===== config.mk =====
export PLATFORM = sky130hd
export DESIGN_NAME = boreal_cursor_report_tx
export DESIGN_NICKNAME = d
export VERILOG_FILES = /design/src/rtl/boreal_cursor_pkg.sv /design/src/rtl/boreal_sat_delta.sv /design/src/rtl/boreal_cursor_report_tx.sv
export SDC_FILE = /design/constraint.sdc
export NUM_CORES = 1
export LEC_CHECK = 0
export CAP_MARGIN = 20
export CORE_MARGIN = 2
export CORE_UTILIZATION = 60
export DETAILED_ROUTE_END_ITERATION = 7
export HOLD_SLACK_MARGIN = 0.1
export PLACE_DENSITY_LB_ADDON = 0.1
export SLEW_MARGIN = 5
export SYNTH_ARGS = -nofsm -noshare
export SYNTH_HDL_FRONTEND = slang
export SYNTH_SLANG_ARGS = --single-unit
export TNS_END_PERCENT = 1

===== constraint.sdc =====
create_clock -name clk -period 6.5 [get_ports clk]
set_clock_uncertainty 0.05 [all_clocks]
set_input_delay 1.3 -clock clk [delete_from_list [all_inputs] [get_ports clk]]
set_output_delay 1.3 -clock clk [all_outputs]
set_load 0.01 [all_outputs]

===== src/rtl/boreal_cursor_pkg.sv =====
// Shared types and constants for the cursor report transmitter.
package boreal_cursor_pkg;

   typedef enum logic [2:0] {
      IDLE,
      HDR,
      SEQ,
      DX,
      DY,
      CSUM
   } state_e;

   localparam int         REPORT_LEN     = 5;
   localparam logic [7:0] DEFAULT_HEADER = 8'hA5;
   localparam int         ACC_W          = 32;

   function automatic logic [7:0] frame_csum(input logic [7:0] hdr, input logic [7:0] seq,
                                             input logic [7:0] dx, input logic [7:0] dy);
      return hdr ^ seq ^ dx ^ dy;
   endfunction

endpackage


===== src/rtl/boreal_sat_delta.sv =====
// Splits a Q.FRAC accumulator into a floored, int8-saturated whole delta and the residual it leaves behind.
module boreal_sat_delta
   import boreal_cursor_pkg::*;
#(
   parameter int FRAC = 16
) (
   input  logic signed [ACC_W-1:0] acc,
   output logic signed [7:0]       delta,
   output logic signed [ACC_W-1:0] residual
);

   logic signed [ACC_W-1:0] whole;
   logic signed [ACC_W-1:0] delta_ext;

   always_comb begin
      whole = acc >>> FRAC;
      if (whole > 127) begin
         delta = 8'sd127;
      end else if (whole < -128) begin
         delta = -8'sd128;
      end else begin
         delta = whole[7:0];
      end
      // Saturation excess stays in the residual so no motion is lost.
      delta_ext = {{(ACC_W-8){delta[7]}}, delta};
      residual  = acc - (delta_ext <<< FRAC);
   end

endmodule


===== src/rtl/boreal_cursor_report_tx.sv =====
// Integrates signed Q.FRAC cursor velocities and periodically emits framed
// relative-motion reports (header, seq, dx, dy, checksum) on a byte stream.
module boreal_cursor_report_tx
   import boreal_cursor_pkg::*;
#(
   parameter int         FRAC          = 16,
   parameter int         REPORT_PERIOD = 1000,
   parameter bit         SEND_ZERO     = 1'b1,
   parameter logic [7:0] HEADER        = DEFAULT_HEADER
) (
   input  logic               clk,
   input  logic               rst,
   input  logic               valid,
   input  logic signed [23:0] vx_in,
   input  logic signed [23:0] vy_in,
   output logic        [7:0]  tx_data,
   output logic               tx_valid,
   input  logic               tx_ready,
   output logic               busy,
   output logic        [7:0]  overrun
);

   localparam int                     CNT_W    = $clog2(REPORT_PERIOD);
   localparam logic [CNT_W-1:0]       CNT_LAST = CNT_W'(REPORT_PERIOD - 1);
   localparam logic signed [ACC_W:0]  SUM_MAX  = {2'b00, {(ACC_W-1){1'b1}}};
   localparam logic signed [ACC_W:0]  SUM_MIN  = -SUM_MAX;

   function automatic logic signed [ACC_W-1:0] sat_add(input logic signed [ACC_W-1:0] a,
                                                       input logic signed [23:0] v);
      logic signed [ACC_W:0] sum;
      sum = $signed({a[ACC_W-1], a}) + $signed({{(ACC_W-23){v[23]}}, v});
      if (sum > SUM_MAX) begin
         return SUM_MAX[ACC_W-1:0];
      end else if (sum < SUM_MIN) begin
         return SUM_MIN[ACC_W-1:0];
      end
      return sum[ACC_W-1:0];
   endfunction

   state_e                  state_q, state_d;
   logic [CNT_W-1:0]        cnt_q, cnt_d;
   logic signed [ACC_W-1:0] acc_x_q, acc_x_d, acc_y_q, acc_y_d;
   logic [7:0]              seq_q, seq_d, dx_q, dx_d, dy_q, dy_d;
   logic [7:0]              overrun_q, overrun_d, tx_data_q, tx_data_d;
   logic                    pending_q, pending_d, tx_valid_q, tx_valid_d;

   logic signed [7:0]       dx_new, dy_new;
   logic signed [ACC_W-1:0] res_x, res_y, base_x, base_y;
   logic                    tick, launch, send, hs;

   boreal_sat_delta #(.FRAC(FRAC)) u_delta_x (.acc(acc_x_q), .delta(dx_new), .residual(res_x));
   boreal_sat_delta #(.FRAC(FRAC)) u_delta_y (.acc(acc_y_q), .delta(dy_new), .residual(res_y));

   always_comb begin
      state_d    = state_q;
      seq_d      = seq_q;
      dx_d       = dx_q;
      dy_d       = dy_q;
      overrun_d  = overrun_q;
      pending_d  = pending_q;
      tx_data_d  = tx_data_q;
      tx_valid_d = tx_valid_q;

      tick   = (cnt_q == CNT_LAST);
      cnt_d  = tick ? '0 : cnt_q + 1'b1;
      launch = (state_q == IDLE) && (tick || pending_q);
      send   = launch && (SEND_ZERO || (dx_new != 8'sd0) || (dy_new != 8'sd0));
      hs     = tx_valid_q && tx_ready;

      // A launch removes the reported whole part before this cycle's sample is added.
      base_x  = launch ? res_x : acc_x_q;
      base_y  = launch ? res_y : acc_y_q;
      acc_x_d = valid ? sat_add(base_x, vx_in) : base_x;
      acc_y_d = valid ? sat_add(base_y, vy_in) : base_y;

      if (launch) begin
         pending_d = 1'b0;
      end else if (tick) begin
         pending_d = 1'b1;
         if (pending_q && (overrun_q != 8'hFF)) begin
            overrun_d = overrun_q + 8'd1;
         end
      end

      case (state_q)
         IDLE: if (send) begin
            state_d    = HDR;
            dx_d       = dx_new;
            dy_d       = dy_new;
            tx_data_d  = HEADER;
            tx_valid_d = 1'b1;
         end
         HDR: if (hs) begin
            state_d   = SEQ;
            tx_data_d = seq_q;
         end
         SEQ: if (hs) begin
            state_d   = DX;
            tx_data_d = dx_q;
         end
         DX: if (hs) begin
            state_d   = DY;
            tx_data_d = dy_q;
         end
         DY: if (hs) begin
            state_d   = CSUM;
            tx_data_d = frame_csum(HEADER, seq_q, dx_q, dy_q);
         end
         CSUM: if (hs) begin
            state_d    = IDLE;
            tx_valid_d = 1'b0;
            seq_d      = seq_q + 8'd1;
         end
         default: begin
            state_d    = IDLE;
            tx_valid_d = 1'b0;
         end
      endcase
   end

   always_ff @(posedge clk) begin
      if (rst) begin
         state_q    <= IDLE;
         cnt_q      <= '0;
         acc_x_q    <= '0;
         acc_y_q    <= '0;
         seq_q      <= '0;
         dx_q       <= '0;
         dy_q       <= '0;
         overrun_q  <= '0;
         pending_q  <= 1'b0;
         tx_data_q  <= '0;
         tx_valid_q <= 1'b0;
      end else begin
         state_q    <= state_d;
         cnt_q      <= cnt_d;
         acc_x_q    <= acc_x_d;
         acc_y_q    <= acc_y_d;
         seq_q      <= seq_d;
         dx_q       <= dx_d;
         dy_q       <= dy_d;
         overrun_q  <= overrun_d;
         pending_q  <= pending_d;
         tx_data_q  <= tx_data_d;
         tx_valid_q <= tx_valid_d;
      end
   end

   assign tx_data  = tx_data_q;
   assign tx_valid = tx_valid_q;
   assign busy     = (state_q != IDLE);
   assign overrun  = overrun_q;

endmodule

==> qor.csv, run 1 <==
stage,metric,value,unit
logic_synthesis,synthDominantCellAreaShare,21.2,%
floorplanning,start_util,60.6,%
floorplanning,die_x,141,um
routing,detail_route.drc_violations,0,
critical_path,worst_path_most_repeated_cell,ha_1,
critical_path,required,6790,ps
clock_tree,clk_root_buffer_cell,clkbuf_16,
clock_tree,clock_insertion_delay_worst_skew,420,ps
clock_tree,clk_pin_slew_worst_setup_hold_paths,60,ps
timing,final-hold-violation-count,0,
global_routing,grtUsageTotal,30.9,%
layout,instances_no_fill,1752,
place,dp_hpwl,23200,um
critical_path,timing.critical_path.cells,"nor4_1, a21oi_2, o21ai_1, ha_1, nor2b_1, o21ai_0, nand2_1, xnor2_1, o31ai_1, ha_1, and3_1, and2_1, a22oi_1, a31oi_1, o31ai_2, or4b_1, o211a_1, maj3_1, a211oi_1",
logic_synthesis,seq_area_frac_synth,21.2,%
logic_synthesis,synth.most_common_cell,nor2_1,
place,gp_congestion,0.955,
critical_path,critical-path-slowest-cell,nor4_1,
logic_synthesis,number_of_cells_produced_by_synthesis,1480,
global_routing,number_of_global_route_vias_before_repair,10500,
global_routing,grt-ovfl-total,0,
floorplanning,placeableCoreArea,18500,sq um
global_routing,grt_max_degree,54,
layout,syn2layout_area_growth,12.8,%
logic_synthesis,synth-main-ff-cell,dfxtp_1,
power_and_ir_drop,worst_ir_drop_vdd,0.000184,V
critical_path,critical_path_arrival,6290,ps
floorplanning,chipHeight,141,um
logic_synthesis,postSynthNetCount,1629,
routing,dr_total_vias,11500,
timing,rsz0062_at_grt,no,
timing,min_period_over_period,92.4,%
place,place_inst,1720,
power_and_ir_drop,power.static_leakage,5.24,nW
logic_synthesis,yosys_register_bits,119,
routing,drt-initial-drc-count,975,
logic_synthesis,syn-cell-area,11200,sq um
floorplanning,std_cell_rows,50,
critical_path,setup.worst_path.start_class,flop,
floorplanning,fp.dieArea,19800,sq um
layout,final_core_util,68.4,%
critical_path,max_stage_delay,520,ps
timing,setup_tns,0,ps
timing,timing.final.crit_period,6000,ps
routing,antenna_left,0,
critical_path,cp-end-kind,flop,
routing,drt_wl_total,31400,um
routing,via_per_inst,6.54,
logic_synthesis,synth_warnings,0,
run_status,result_of_the_run,"finished, final reports clean",
logic_synthesis,synth.largest_area_cell,dfxtp_1,
timing,worst_slew_margin_rel,33.5,%
clock_tree,post_cts.repair.setup_buffers,0,
timing,tightestPinTransition,998,ps
layout,drive_above_1_share,6.19,%
logic_synthesis,post_synth_num_cell_types,89,
layout,num_antenna_cells,0,
global_routing,global_route_wire_length_before_repair,50800,um
clock_tree,clockBufferDepth,2,
logic_synthesis,synth_enable_flop_cells,0,
place,port_buffers,69,
clock_tree,cts_made_buffers,17,
routing,drt-wirelength-per-cell,17.9,um
critical_path,worst-r2r-setup-slack,500,ps
clock_tree,cts_tree,yes,
logic_synthesis,synth_top_cells_by_count,"139 x nor2_1, 137 x a21oi_1, 132 x nand2_1",
timing,fmax,167,MHz
timing,maxSlewViolCount,0,
flow_run,maxCapViolCount,0,
clock_tree,cts_htree_levels,4,
hold_path,min-delay-path-class,reg2reg,
floorplanning,design.portCount,70,
critical_path,worstSetupPathType,reg2reg,
power_and_ir_drop,power.density_cell_area,368,nW/um^2
logic_synthesis,synth_area_per_cell,7.58,sq um
routing,detailedRoute.firstPassIterationCount,5,
global_routing,grt_antenna_before_repair,0,
layout,layout.nets,1654,
critical_path,critical_path.max_fanout,8,
clock_tree,clock-sinks,119,
logic_synthesis,ys_async_sr_fraction,0,%
timing,report.final.setup_viol,0,
logic_synthesis,yosys-top-cells-area,"dfxtp_1 21%, ha_1 10%, a21oi_1 6.1%, o21ai_0 4.8%, nor2_1 4.7%",
-- path summary, 6_finish.rpt --
path	from	end	cells after the start
min reg2reg	acc_x_q[15]	acc_x_q[15]	2
max	acc_x_q[30]	acc_x_q[30]	19
max reg2reg	acc_x_q[30]	acc_x_q[30]	19
min	acc_x_q[15]	acc_x_q[15]	2
-- layer usage --
metal,share of wire [%],track usage (%)
met1,44,40.6
met2,47,52.2
met3,6.5,4.65
met4,2.3,9.84
met5,0,0
-- metrics by stage --
step / setup slack, ps / power [W] / hold slack (ps) / cell area (sq um)
after CTS: 269 / 0.00459 / 396 / 12600
after global placement: 522 / 0.00356 / 380 / 12000
after global routing: 22.7 / 0.00500 / 411 / 12700
after detailed placement: 377 / 0.00359 / 387 / 12000
final: 497 / 0.00466 / 392 / 12700
after floorplan: 987 / 0.00297 / 370 / 11200
-- final cells by class --
class,instances,area (sq um)
flip-flops and latches,119,2380
clock buffers,18,439
well taps,234,293
fillers,1642,5860
repair buffers,92,853
clock inverters,14,164
multi-input cells,1252,8440
inverters,23,86.3
-- sequential cells by signal, indices dropped and copies added (netlist names) --
register / cells
tx_valid: 1
state_q: 3
acc_y_q: 32
seq_q: 8
overrun: 8
tx_data: 8
dx_q: 8
acc_x_q: 32
dy_q: 8
pending_q: 1
cnt_q: 10
-- worst max-delay path: cells and delay by family, from the launching register on --
family,cells,cell delay (ps)
AND/OR/NAND/NOR,6,1810
flip-flops,1,340
XOR/XNOR,1,190
AO/OA/AOI/OAI,9,2480
adder cells (fa/ha/maj),3,1050
-- what timing repair did --
item | CTS | global route
hold buffers | 0 | 0
setup endpoints to repair | 0 | 40
gates resized for setup | 0 | 7
-- logic make-up after synthesis --
| family | Yosys count | synth area share, % |
|---|---|---|
| AO/OA/AOI/OAI | 527 | 31.6 |
| AND/OR/NAND/NOR | 498 | 21.7 |
| flip-flops | 119 | 21.2 |
| buffers and inverters | 109 | 3.73 |
| XOR/XNOR | 105 | 8.33 |
| adder cells (fa/ha/maj) | 104 | 11.7 |
| multiplexers | 18 | 1.65 |
-- power by group --
part | internal (W) | switching (W)
clock | 0.000586 | 0.000398
sequential | 0.000841 | 0.000124
combinational | 0.00108 | 0.00163
-- cell usage in the layout, fill, tap and decap left out, types with 13 or more instances in the layout --
cell type | Yosys | routed
a211oi_1 | 34 | 34
a21o_1 | 41 | 41
a21oi_1 | 137 | 136
a31oi_1 | 14 | 14
and3_1 | 25 | 25
buf_4 | 0 | 23
clkbuf_16 | 0 | 17
clkdlybuf4s50_1 | 0 | 67
dfxtp_1 | 119 | 119
ha_1 | 93 | 93
inv_1 | 23 | 23
mux2i_1 | 14 | 14
nand2_1 | 132 | 132
nand3_1 | 44 | 44
nand4_1 | 24 | 24
nor2_1 | 139 | 138
nor3_1 | 27 | 27
o211ai_1 | 13 | 13
o21ai_0 | 108 | 106
o21ai_1 | 12 | 14
o22ai_1 | 16 | 16
xnor2_1 | 50 | 50
xor2_1 | 53 | 53
Power figures use the tool's default switching activity.
==> run 2: changes to the inputs <==
--- a/config.mk
+++ b/config.mk
@@ -7,7 +7,8 @@
 export LEC_CHECK = 0
 export CAP_MARGIN = 20
 export CORE_MARGIN = 2
-export CORE_UTILIZATION = 60
+export CORE_UTILIZATION = 39
+export CTS_BUF_LIST = sky130_fd_sc_hd__clkbuf_4
 export DETAILED_ROUTE_END_ITERATION = 7
 export HOLD_SLACK_MARGIN = 0.1
 export PLACE_DENSITY_LB_ADDON = 0.1
==> qor.csv, run 2 (synthesized netlist as in run 1, its figures left out) <==
stage,metric,value,unit,change
run_status,result_of_the_run,"finished, final reports clean",,
floorplanning,fp.dieArea,30100,sq um,+52%
flow_run,maxCapViolCount,0,,unchanged
timing,tightestPinTransition,908,ps,-90.3 ps
timing,hold-worst-slack,402,ps,+9.42 ps
clock_tree,post_cts.repair.setup_buffers,0,,unchanged
timing,timing.final.crit_period,6070,ps,+68.6 ps
layout,largestRegisters,"acc_x_q (32), acc_y_q (32), cnt_q (10)",,
clock_tree,cts_htree_levels,4,,unchanged
critical_path,max_stage_delay,530,ps,about the same
routing,detailedRoute.firstPassIterationCount,5,,unchanged
clock_tree,clockBufferDepth,2,,unchanged
global_routing,grtUsageTotal,21.8,%,-9.0 points
clock_tree,cts_tree,yes,,
routing,drt_wl_total,33000,um,+5.1%
clock_tree,cts_hold_repair.buffers,0,,unchanged
hold_path,min-delay-path-class,reg2reg,,
clock_tree,cts_made_buffers,17,,unchanged
timing,fmax,165,MHz,-1.1%
routing,detail_route.drc_violations,0,,unchanged
place,gp_congestion,0.901,,-5.6%
floorplanning,chipHeight,174,um,+23%
layout,syn2layout_area_growth,12.6,%,
clock_tree,cts.repair.resized,0,,unchanged
global_routing,number_of_global_route_vias_before_repair,10600,,+0.98%
floorplanning,placeableCoreArea,28500,sq um,+54%
layout,final_core_util,44.3,%,-24 points
timing,setup_tns,0,ps,unchanged
layout,layout.cells.most_common,nor2_1,,
critical_path,cp-end-kind,flop,,
timing,report.final.setup_viol,0,,unchanged
layout,layout.nets,1662,,+0.48%
power_and_ir_drop,power.static_leakage,5.16,nW,-1.4%
layout,drive_above_1_share,6.62,%,+0.43 points
timing,rsz0062_at_grt,yes,,
floorplanning,start_util,39.3,%,-21 points
layout,layout_common_cells,"138 x nor2_1, 135 x a21oi_1, 132 x nand2_1",,
floorplanning,std_cell_rows,62,,+24%
global_routing,grt_antenna_before_repair,1,,+1
power_and_ir_drop,worst_ir_drop_vdd,0.000145,V,-21%
floorplanning,die_x,174,um,+23%
critical_path,required,6900,ps,+110 ps
critical_path,timing.critical_path.cells,"nor4_1, a21oi_1, o21ai_1, ha_1, nor2b_1, o21a_1, o41a_1, o221a_2, o2111ai_1, a41o_1, nand2_1, o31ai_1, ha_1, or3b_2, a211oi_1, o31a_1, buf_4, o21ai_0, o221a_2",,
clock_tree,clock-sinks,119,,unchanged
floorplanning,design.portCount,70,,unchanged
place,placement.cell_area,12300,sq um,+2.1%
critical_path,critical-path-slowest-cell,o31a_1,,
routing,drt-initial-drc-count,566,,-42%
clock_tree,clk_pin_slew_worst_setup_hold_paths,130,ps,+70 ps
clock_tree,clock_insertion_delay_worst_skew,560,ps,+140 ps
critical_path,critical_path_arrival,6470,ps,+180 ps
place,port_buffers,69,,unchanged
timing,min_period_over_period,93.4,%,+1.1 points
global_routing,grt_max_degree,65,,+20%
power_and_ir_drop,power.total,0.00433,W,-7.2%
layout,fillers,3018,,+84%
timing,final-hold-violation-count,0,,unchanged
layout,layout.cell_area.non_filler,12600,sq um,-0.21%
timing,maxSlewViolCount,0,,unchanged
critical_path,critical_path.max_fanout,19,,+11
global_routing,grt-ovfl-total,0,,unchanged
clock_tree,clk_root_buffer_cell,clkbuf_4,,
critical_path,setup.worst_path.start_class,flop,,
routing,via_per_inst,5.80,,-11%
power_and_ir_drop,power.density_cell_area,342,nW/um^2,-7.0%
routing,dr_total_vias,11100,,-3.3%
global_routing,global_route_wire_length_before_repair,54600,um,+7.4%
place,dp_hpwl,24900,um,+7.2%
routing,drt-wirelength-per-cell,17.3,um,-3.6%
critical_path,worstSetupPathType,reg2reg,,
routing,antenna_left,0,,unchanged
timing,worst_slew_margin_rel,37.9,%,+4.5 points
==> run 2: changes by cell type in the layout (fill, tap and decap cells not counted), moves of 2 or more <==
cell / delta
clkinvlp_4: -2
clkbuf_4: +17
buf_4: +7
clkbuf_16: -17
==> run 2: area by class of cell <==
class,count,area [sq um],share of cell area (%)
Clock inverter,15,189,1.50
Timing Repair Buffer,100,926,7.33
Inverter,23,86.3,0.683
Tap cell,384,480,3.80
Clock buffer,17,128,1.01
Sequential cell,119,2380,18.9
Antenna cell,1,2.50,0.0198
Multi-Input combinational cell,1252,8440,66.8
==> run 2: worst max-delay path, delay by kind of cell, from the launching register on <==
kind / cells / cell delay (ps)
AOI/OAI and AO/OA: 12 / 3430
and+or+nand+nor: 4 / 1210
adders and majority gates: 2 / 590
DFF: 1 / 360
buffers and inverters: 1 / 330
==> run 2: report_power, final <==
part | internal (W) | switching, W | total (W)
Combinational | 0.00110 | 0.00165 | 0.00274
Sequential | 0.000840 | 0.000116 | 0.000956
Clock | 0.000276 | 0.000349 | 0.000626
Total | 0.00221 | 0.00211 | 0.00433
==> run 2: layer usage <==
layer	share of wire, %	track usage, %
met5	0	0
met4	1.6	5.32
met3	3.9	3.16
met2	46	36.2
met1	49	29.9
==> run 2: worst paths after layout <==
path / slack [ps] / depth (start not counted) / from / to
setup / recovery: 430 / 19 / acc_y_q[27] / acc_y_q[12]
hold / removal: 400 / 2 / acc_x_q[13] / acc_x_q[13]
setup reg to reg: 430 / 19 / acc_y_q[27] / acc_y_q[12]
hold reg to reg: 400 / 2 / acc_x_q[13] / acc_x_q[13]
==> run 2: metrics by stage <==
step / worst slack (ps) / instances
CTS: 158 / 1909
detailed placement: 189 / 1877
finish: 428 / 1911
global placement: 267 / 1877
global route: -14.7 / 1911
floorplan: 987 / 1480
==> run 3: changes to the inputs <==
--- a/config.mk
+++ b/config.mk
@@ -6,12 +6,12 @@
 export NUM_CORES = 1
 export LEC_CHECK = 0
 export CAP_MARGIN = 20
-export CORE_MARGIN = 2
 export CORE_UTILIZATION = 39
 export CTS_BUF_LIST = sky130_fd_sc_hd__clkbuf_4
 export DETAILED_ROUTE_END_ITERATION = 7
 export HOLD_SLACK_MARGIN = 0.1
 export PLACE_DENSITY_LB_ADDON = 0.1
+export SKIP_CTS_REPAIR_TIMING = 1
 export SLEW_MARGIN = 5
 export SYNTH_ARGS = -nofsm -noshare
 export SYNTH_HDL_FRONTEND = slang
==> qor.csv, run 3 (synthesized netlist as in run 1, its figures left out) <==
stage,metric,value,unit,change
routing,dr_total_vias,11200,,+1.2%
floorplanning,placeableCoreArea,28000,sq um,-1.9%
clock_tree,clockBufferDepth,2,,unchanged
clock_tree,clk_root_buffer_cell,clkbuf_4,,
hold_path,min-delay-path-class,reg2reg,,
layout,layout.nets,1662,,unchanged
critical_path,critical-path-slowest-cell,nor4_1,,
clock_tree,cts_made_buffers,17,,unchanged
clock_tree,cts_htree_levels,4,,unchanged
floorplanning,chipHeight,172,um,-1.2%
timing,min_period_over_period,94.8,%,+1.3 points
layout,layout.cell_area.non_filler,12600,sq um,-0.17%
routing,highest_layer,met4,,
routing,drt-wirelength-per-cell,17.3,um,+0.28%
routing,detailedRoute.firstPassIterationCount,5,,unchanged
routing,detail_route.drc_violations,0,,unchanged
timing,timing.final.crit_period,6160,ps,+87.3 ps
clock_tree,clk_pin_slew_worst_setup_hold_paths,130,ps,about the same
layout,fillers,2857,,-5.3%
power_and_ir_drop,power.density_cell_area,340,nW/um^2,-0.62%
run_status,result_of_the_run,"finished, final reports clean",,
clock_tree,clock-sinks,119,,unchanged
floorplanning,fp.dieArea,29400,sq um,-2.3%
routing,via_per_inst,5.89,,+1.5%
global_routing,global_route_wire_length_before_repair,53600,um,-1.8%
global_routing,number_of_global_route_vias_before_repair,10500,,-1.5%
layout,syn2layout_area_growth,12.4,%,
layout,drive_above_1_share,6.55,%,-0.066 points
flow_run,maxCapViolCount,0,,unchanged
power_and_ir_drop,worst_ir_drop_vdd,0.000151,V,+4.4%
timing,fmax,162,MHz,-1.4%
routing,drt_wl_total,33000,um,about the same
timing,maxSlewViolCount,0,,unchanged
floorplanning,std_cell_rows,61,,-1.6%
power_and_ir_drop,power.total,0.00429,W,-0.79%
place,place_worst_setup_slack,125,ps,-64.1 ps
critical_path,worstSetupPathDepth,22,,+3
place,dp_hpwl,25100,um,+0.73%
critical_path,worst-path-buf-inv,1,,unchanged
power_and_ir_drop,power.static_leakage,5.16,nW,-0.13%
critical_path,cp-end-kind,flop,,
floorplanning,design.portCount,70,,unchanged
global_routing,grtUsageTotal,22.7,%,+0.89 points
global_routing,grt-ovfl-total,0,,unchanged
floorplanning,die_x,172,um,-1.2%
timing,worst_slew_margin_rel,40.9,%,+3.0 points
place,placement.cell_area,12300,sq um,about the same
timing,hold-worst-slack,400,ps,-1.55 ps
critical_path,worstSetupPathType,reg2reg,,
clock_tree,clock_insertion_delay_worst_skew,560,ps,about the same
floorplanning,start_util,40.1,%,+0.75 points
routing,wirelength_met1,16100,um,+0.86%
timing,tightestPinTransition,864,ps,-43.7 ps
layout,largestRegisters,"acc_x_q (32), acc_y_q (32), cnt_q (10)",,
timing,report.final.setup_viol,0,,unchanged
layout,multiInputGateArea,8430,sq um,about the same
clock_tree,cts_tree,yes,,
timing,final-hold-violation-count,0,,unchanged
layout,layout.cells.most_common,nor2_1,,
place,port_buffers,69,,unchanged
critical_path,max_stage_delay,460,ps,-70 ps
global_routing,grt_max_degree,73,,+12%
routing,antenna_left,0,,unchanged
timing,setup_slack,341,ps,-87.3 ps
critical_path,required,6880,ps,-20 ps
routing,detailroute.wirelength.met2,15300,um,+0.62%
global_routing,grt_antenna_before_repair,1,,unchanged
critical_path,critical_path_arrival,6540,ps,+70 ps
critical_path,timing.critical_path.cells,"nor4_1, a21oi_1, o21ai_1, ha_1, nor2b_1, o21a_1, o41a_1, o221a_2, o2111ai_1, a41o_1, nand2_1, o21ai_0, ha_1, a21o_1, a31oi_1, o21ai_0, a2111o_1, nand3_1, buf_4, nor2_1, o41ai_1, o41ai_2",,
critical_path,crit_path_leading_delay_family,compound AO/OA/AOI/OAI gates,,
routing,wl_met3,1180,um,-8.3%
timing,rsz0062_at_grt,no,,
routing,drt-initial-drc-count,867,,+53%
critical_path,r2r_cells,22,,+3
layout,layout.area.seq,2380,sq um,unchanged
hold_path,min_path_cells,2,,unchanged
place,gp_congestion,0.887,,-1.5%
critical_path,setup.worst_path.start_class,flop,,
timing,setup_tns,0,ps,unchanged
layout,layout_common_cells,"139 x nor2_1, 136 x a21oi_1, 132 x nand2_1",,
critical_path,critical_path.max_fanout,10,,-9
run 3: layout make-up:
| type | count | area share, % |
|---|---|---|
| Inverter | 23 | 0.685 |
| Clock inverter | 15 | 1.43 |
| Timing Repair Buffer | 100 | 7.34 |
| Clock buffer | 17 | 1.01 |
| Antenna cell | 1 | 0.0198 |
| Multi-Input combinational cell | 1252 | 66.9 |
| Tap cell | 378 | 3.75 |
| Sequential cell | 119 | 18.9 |
run 3: where the power goes:
part           switching, W  leakage [nW]  total [W]  internal, W
sequential         0.000119         0.974   0.000959     0.000840
combinational       0.00164          4.02    0.00274      0.00110
clock              0.000352         0.165   0.000597     0.000245
run 3: per-stage QoR:
step,utilization [%],instances
after floorplan,-,1480
after global placement,43.8,1871
after detailed placement,43.8,1871
after CTS,44.9,1903
after global routing,45.0,1905
final,45.0,1905
run 3: final timing paths:
path	from	end	slack, ps
setup reg to reg	acc_y_q[27]	acc_y_q[0]	340
hold reg to reg	acc_x_q[3]	acc_x_q[3]	400
hold / removal	acc_x_q[3]	acc_x_q[3]	400
setup / recovery	acc_y_q[27]	acc_y_q[0]	340
run 3: worst reg2reg max path, stage by stage, from the launching register on:
cell and delay (ps):
dfxtp_1 360, nor4_1 460, a21oi_1 300, o21ai_1 370
ha_1 300, nor2b_1 130, o21a_1 190, o41a_1 340
o221a_2 290, o2111ai_1 180, a41o_1 230, nand2_1 60
o21ai_0 360, ha_1 440, a21o_1 210, a31oi_1 130
o21ai_0 160, a2111o_1 420, nand3_1 200, buf_4 220
nor2_1 50, o41ai_1 460, o41ai_2 150
run 3: metal layers:
layer,vias to the layer above,global-route usage (%)
met5,-,0
met4,0,5.36
met3,25,2.81
met2,251,37.5
met1,5276,31.1
li1,5671,-
==> RTL change (config.mk and constraints of run 2) <==
The 6 states of `state_e` get a one-hot encoding in 6 bits.
--- a/src/rtl/boreal_cursor_pkg.sv
+++ b/src/rtl/boreal_cursor_pkg.sv
@@ -3,9 +3,9 @@
 
-   typedef enum logic [2:0] {
-      IDLE,
-      HDR,
-      SEQ,
-      DX,
-      DY,
-      CSUM
+   typedef enum logic [5:0] {
+      IDLE = 6'b000001,
+      HDR  = 6'b000010,
+      SEQ  = 6'b000100,
+      DX   = 6'b001000,
+      DY   = 6'b010000,
+      CSUM = 6'b100000
    } state_e;
Check against the original RTL: same outputs for any inputs over 10 cycles, from zero or initial values and one cycle with rst high; not proved beyond that.
==> RTL change against run 2 <==
- power down 19%
- worst setup slack gained 0.0078 ns
- count of clock-buffer cells in the layout did not move
- synthesized area shrank 2.0%
- cell count fell by 0.26%
- final area down 1.1%
- wire length shrank 6.1%
- sequential cell count up 3
==> RTL change: results (changes against run 2) <==
| Metric | Value |
|---|---|
| Run status | `finished, final reports clean (unchanged)` |
| Cell Pwr Density | `279 mW/mm^2 (was 342 mW/mm^2)` |
| Slowest library cell on the worst path | `or4_1 (was o31a_1)` |
| Initial Utilization | `0.396 (was 0.393)` |
| CTS Root Buffer Type | `clkbuf_4 (unchanged)` |
| Largest net degree at the start of global routing | `71 (was 65)` |
| H-tree Lvls | `4 (unchanged)` |
| Comb pwr share | `0.576 (was 0.634)` |
| Worst Min Path Start | `acc_x_q[13]$_SDFFE_PP0P_ (unchanged)` |
| Arrival time worst endpoint | `6.46 ns (was 6.47 ns)` |
| Drt first pass iters | `5 (unchanged)` |
| Xor/xnor share of the synthesized area | `0.0765 (was 0.0833)` |
| Layout cells sized above 1 | `0.0872 (was 0.0662)` |
| Post-CTS setup buffer count | `0 (unchanged)` |
| Sequential area share after synthesis | `0.222 (was 0.212)` |
| Total routed wirelength | `31000 um (was 33000 um)` |
| Pleak | `5.05 nW (was 5.16 nW)` |
| Antenna violations before repair | `1 (unchanged)` |
| Fillers | `2897 (was 3018)` |
| Min-delay worst type | `reg2reg (unchanged)` |
| Crit-path max FO | `15 (was 19)` |
| VDD IR max | `0.106 mV (was 0.145 mV)` |
| GRT Overall Usage | `0.217 (was 0.218)` |
| CTS buffer count | `17 (unchanged)` |
| Top cells by area, synth | `dfxtp_1, ha_1, a21oi_1, nor2_1, nand2_1 (was dfxtp_1, ha_1, a21oi_1, o21ai_0, nor2_1)` |
| Starting DRC count in detailed routing | `617 (was 566)` |
| Worst Tran Pin Value | `1.03 ns (was 0.908 ns)` |
| First-pass GRT wire length | `52300 um (was 54600 um)` |
| Layout Cells excl Fill | `1906 (was 1911)` |
| Post-Synth Adder-Cell Area | `0.113 (was 0.117)` |
| Vias in the first global route | `10300 (was 10600)` |
| Yosys cell types | `83 (was 89)` |
| Multiplexer share of the synthesized area | `0.0173 (was 0.0165)` |
| Ys Warns | `0 (unchanged)` |
| CP peak stage delay | `0.50 ns (was 0.53 ns)` |
| Sequential group power | `0.916 mW (was 0.956 mW)` |
| Worst setup startpoint | `acc_x_q[27]$_SDFF_PP0_ (was acc_y_q[27]$_SDFF_PP0_)` |
| Synthesized net count | `1603 (was 1629)` |
| Max Root-Sink Buffers | `2 (unchanged)` |
| GPL Wtd Cong | `0.895 (was 0.901)` |
| Post-synthesis compound-gate area fraction | `0.305 (was 0.316)` |
| Largest registers | `acc_x_q x32, acc_y_q x32, cnt_q x10 (unchanged)` |
| Vias/cell | `5.71 (was 5.80)` |
| Int Pwr | `1.84 mW (was 2.21 mW)` |
| I/O Buffers | `69 (unchanged)` |
| Commonest cells post-synth | `nor2_1, nand2_1, a21oi_1, dfxtp_1, o21ai_0 (was nor2_1, a21oi_1, nand2_1, dfxtp_1, o21ai_0)` |
| Hpwl dp | `23600 um (was 24900 um)` |
| Gate Count Post-Synth | `1454 (was 1480)` |
==> RTL change: cell types whose count changed after synthesis, moves of 12 or more <==
cell	before	now
clkbuf_1	77	50
inv_1	23	37
nand2_1	132	150
nor2_1	139	153
o21ai_2	0	16
o221a_1	12	0
o22ai_1	16	4
xor2_1	53	41
==> RTL change: path summary, 6_finish.rpt <==
kind,endpoint,depth (start not counted),slack (ns)
hold reg to reg,acc_x_q[13]$_SDFFE_PP0P_,2,0.42
setup reg to reg,acc_x_q[6]$_SDFFE_PP0P_,26,0.44
hold / removal,acc_x_q[13]$_SDFFE_PP0P_,2,0.42
setup / recovery,acc_x_q[6]$_SDFFE_PP0P_,26,0.44
==> RTL change: cell type report <==
type	instances	share of cell area
diodes	2	0.000400
clock buffers	17	0.0102
clock inverters	15	0.0121
inverters	37	0.0111
multi-input cells	1224	0.651
flip-flops and latches	122	0.196
well taps	378	0.0378
repair buffers	111	0.0821
==> RTL change: what timing repair did <==
| item | in CTS | in global routing |
|---|---|---|
| pin swaps | 0 | 1 |
| endpoints found under the setup margin | 28 | 62 |
| gates resized for setup | 1 | 24 |
==> RTL change: metrics by stage <==
step | setup TNS, ns | hold WS, ns | cell area, sq um | setup slack [ns]
5_1_grt | -0.556 | 0.444 | 12500 | -0.0646
4_1_cts | 0 | 0.428 | 12400 | 0.0322
3_3_place_gp | 0 | 0.389 | 12100 | 0.218
2_1_floorplan | 0 | 0.379 | 11000 | 0.291
6_report | 0 | 0.424 | 12500 | 0.436
3_5_place_dp | 0 | 0.397 | 12100 | 0.0295
==> RTL change: routing by layer <==
layer  global-route usage  wire (um)  vias up
met5                    0          0        -
met4               0.0435        354        0
met3               0.0357       1190       20
met2                0.353      14100      232
met1                0.302      15300     5080
li1                     -          -     5542
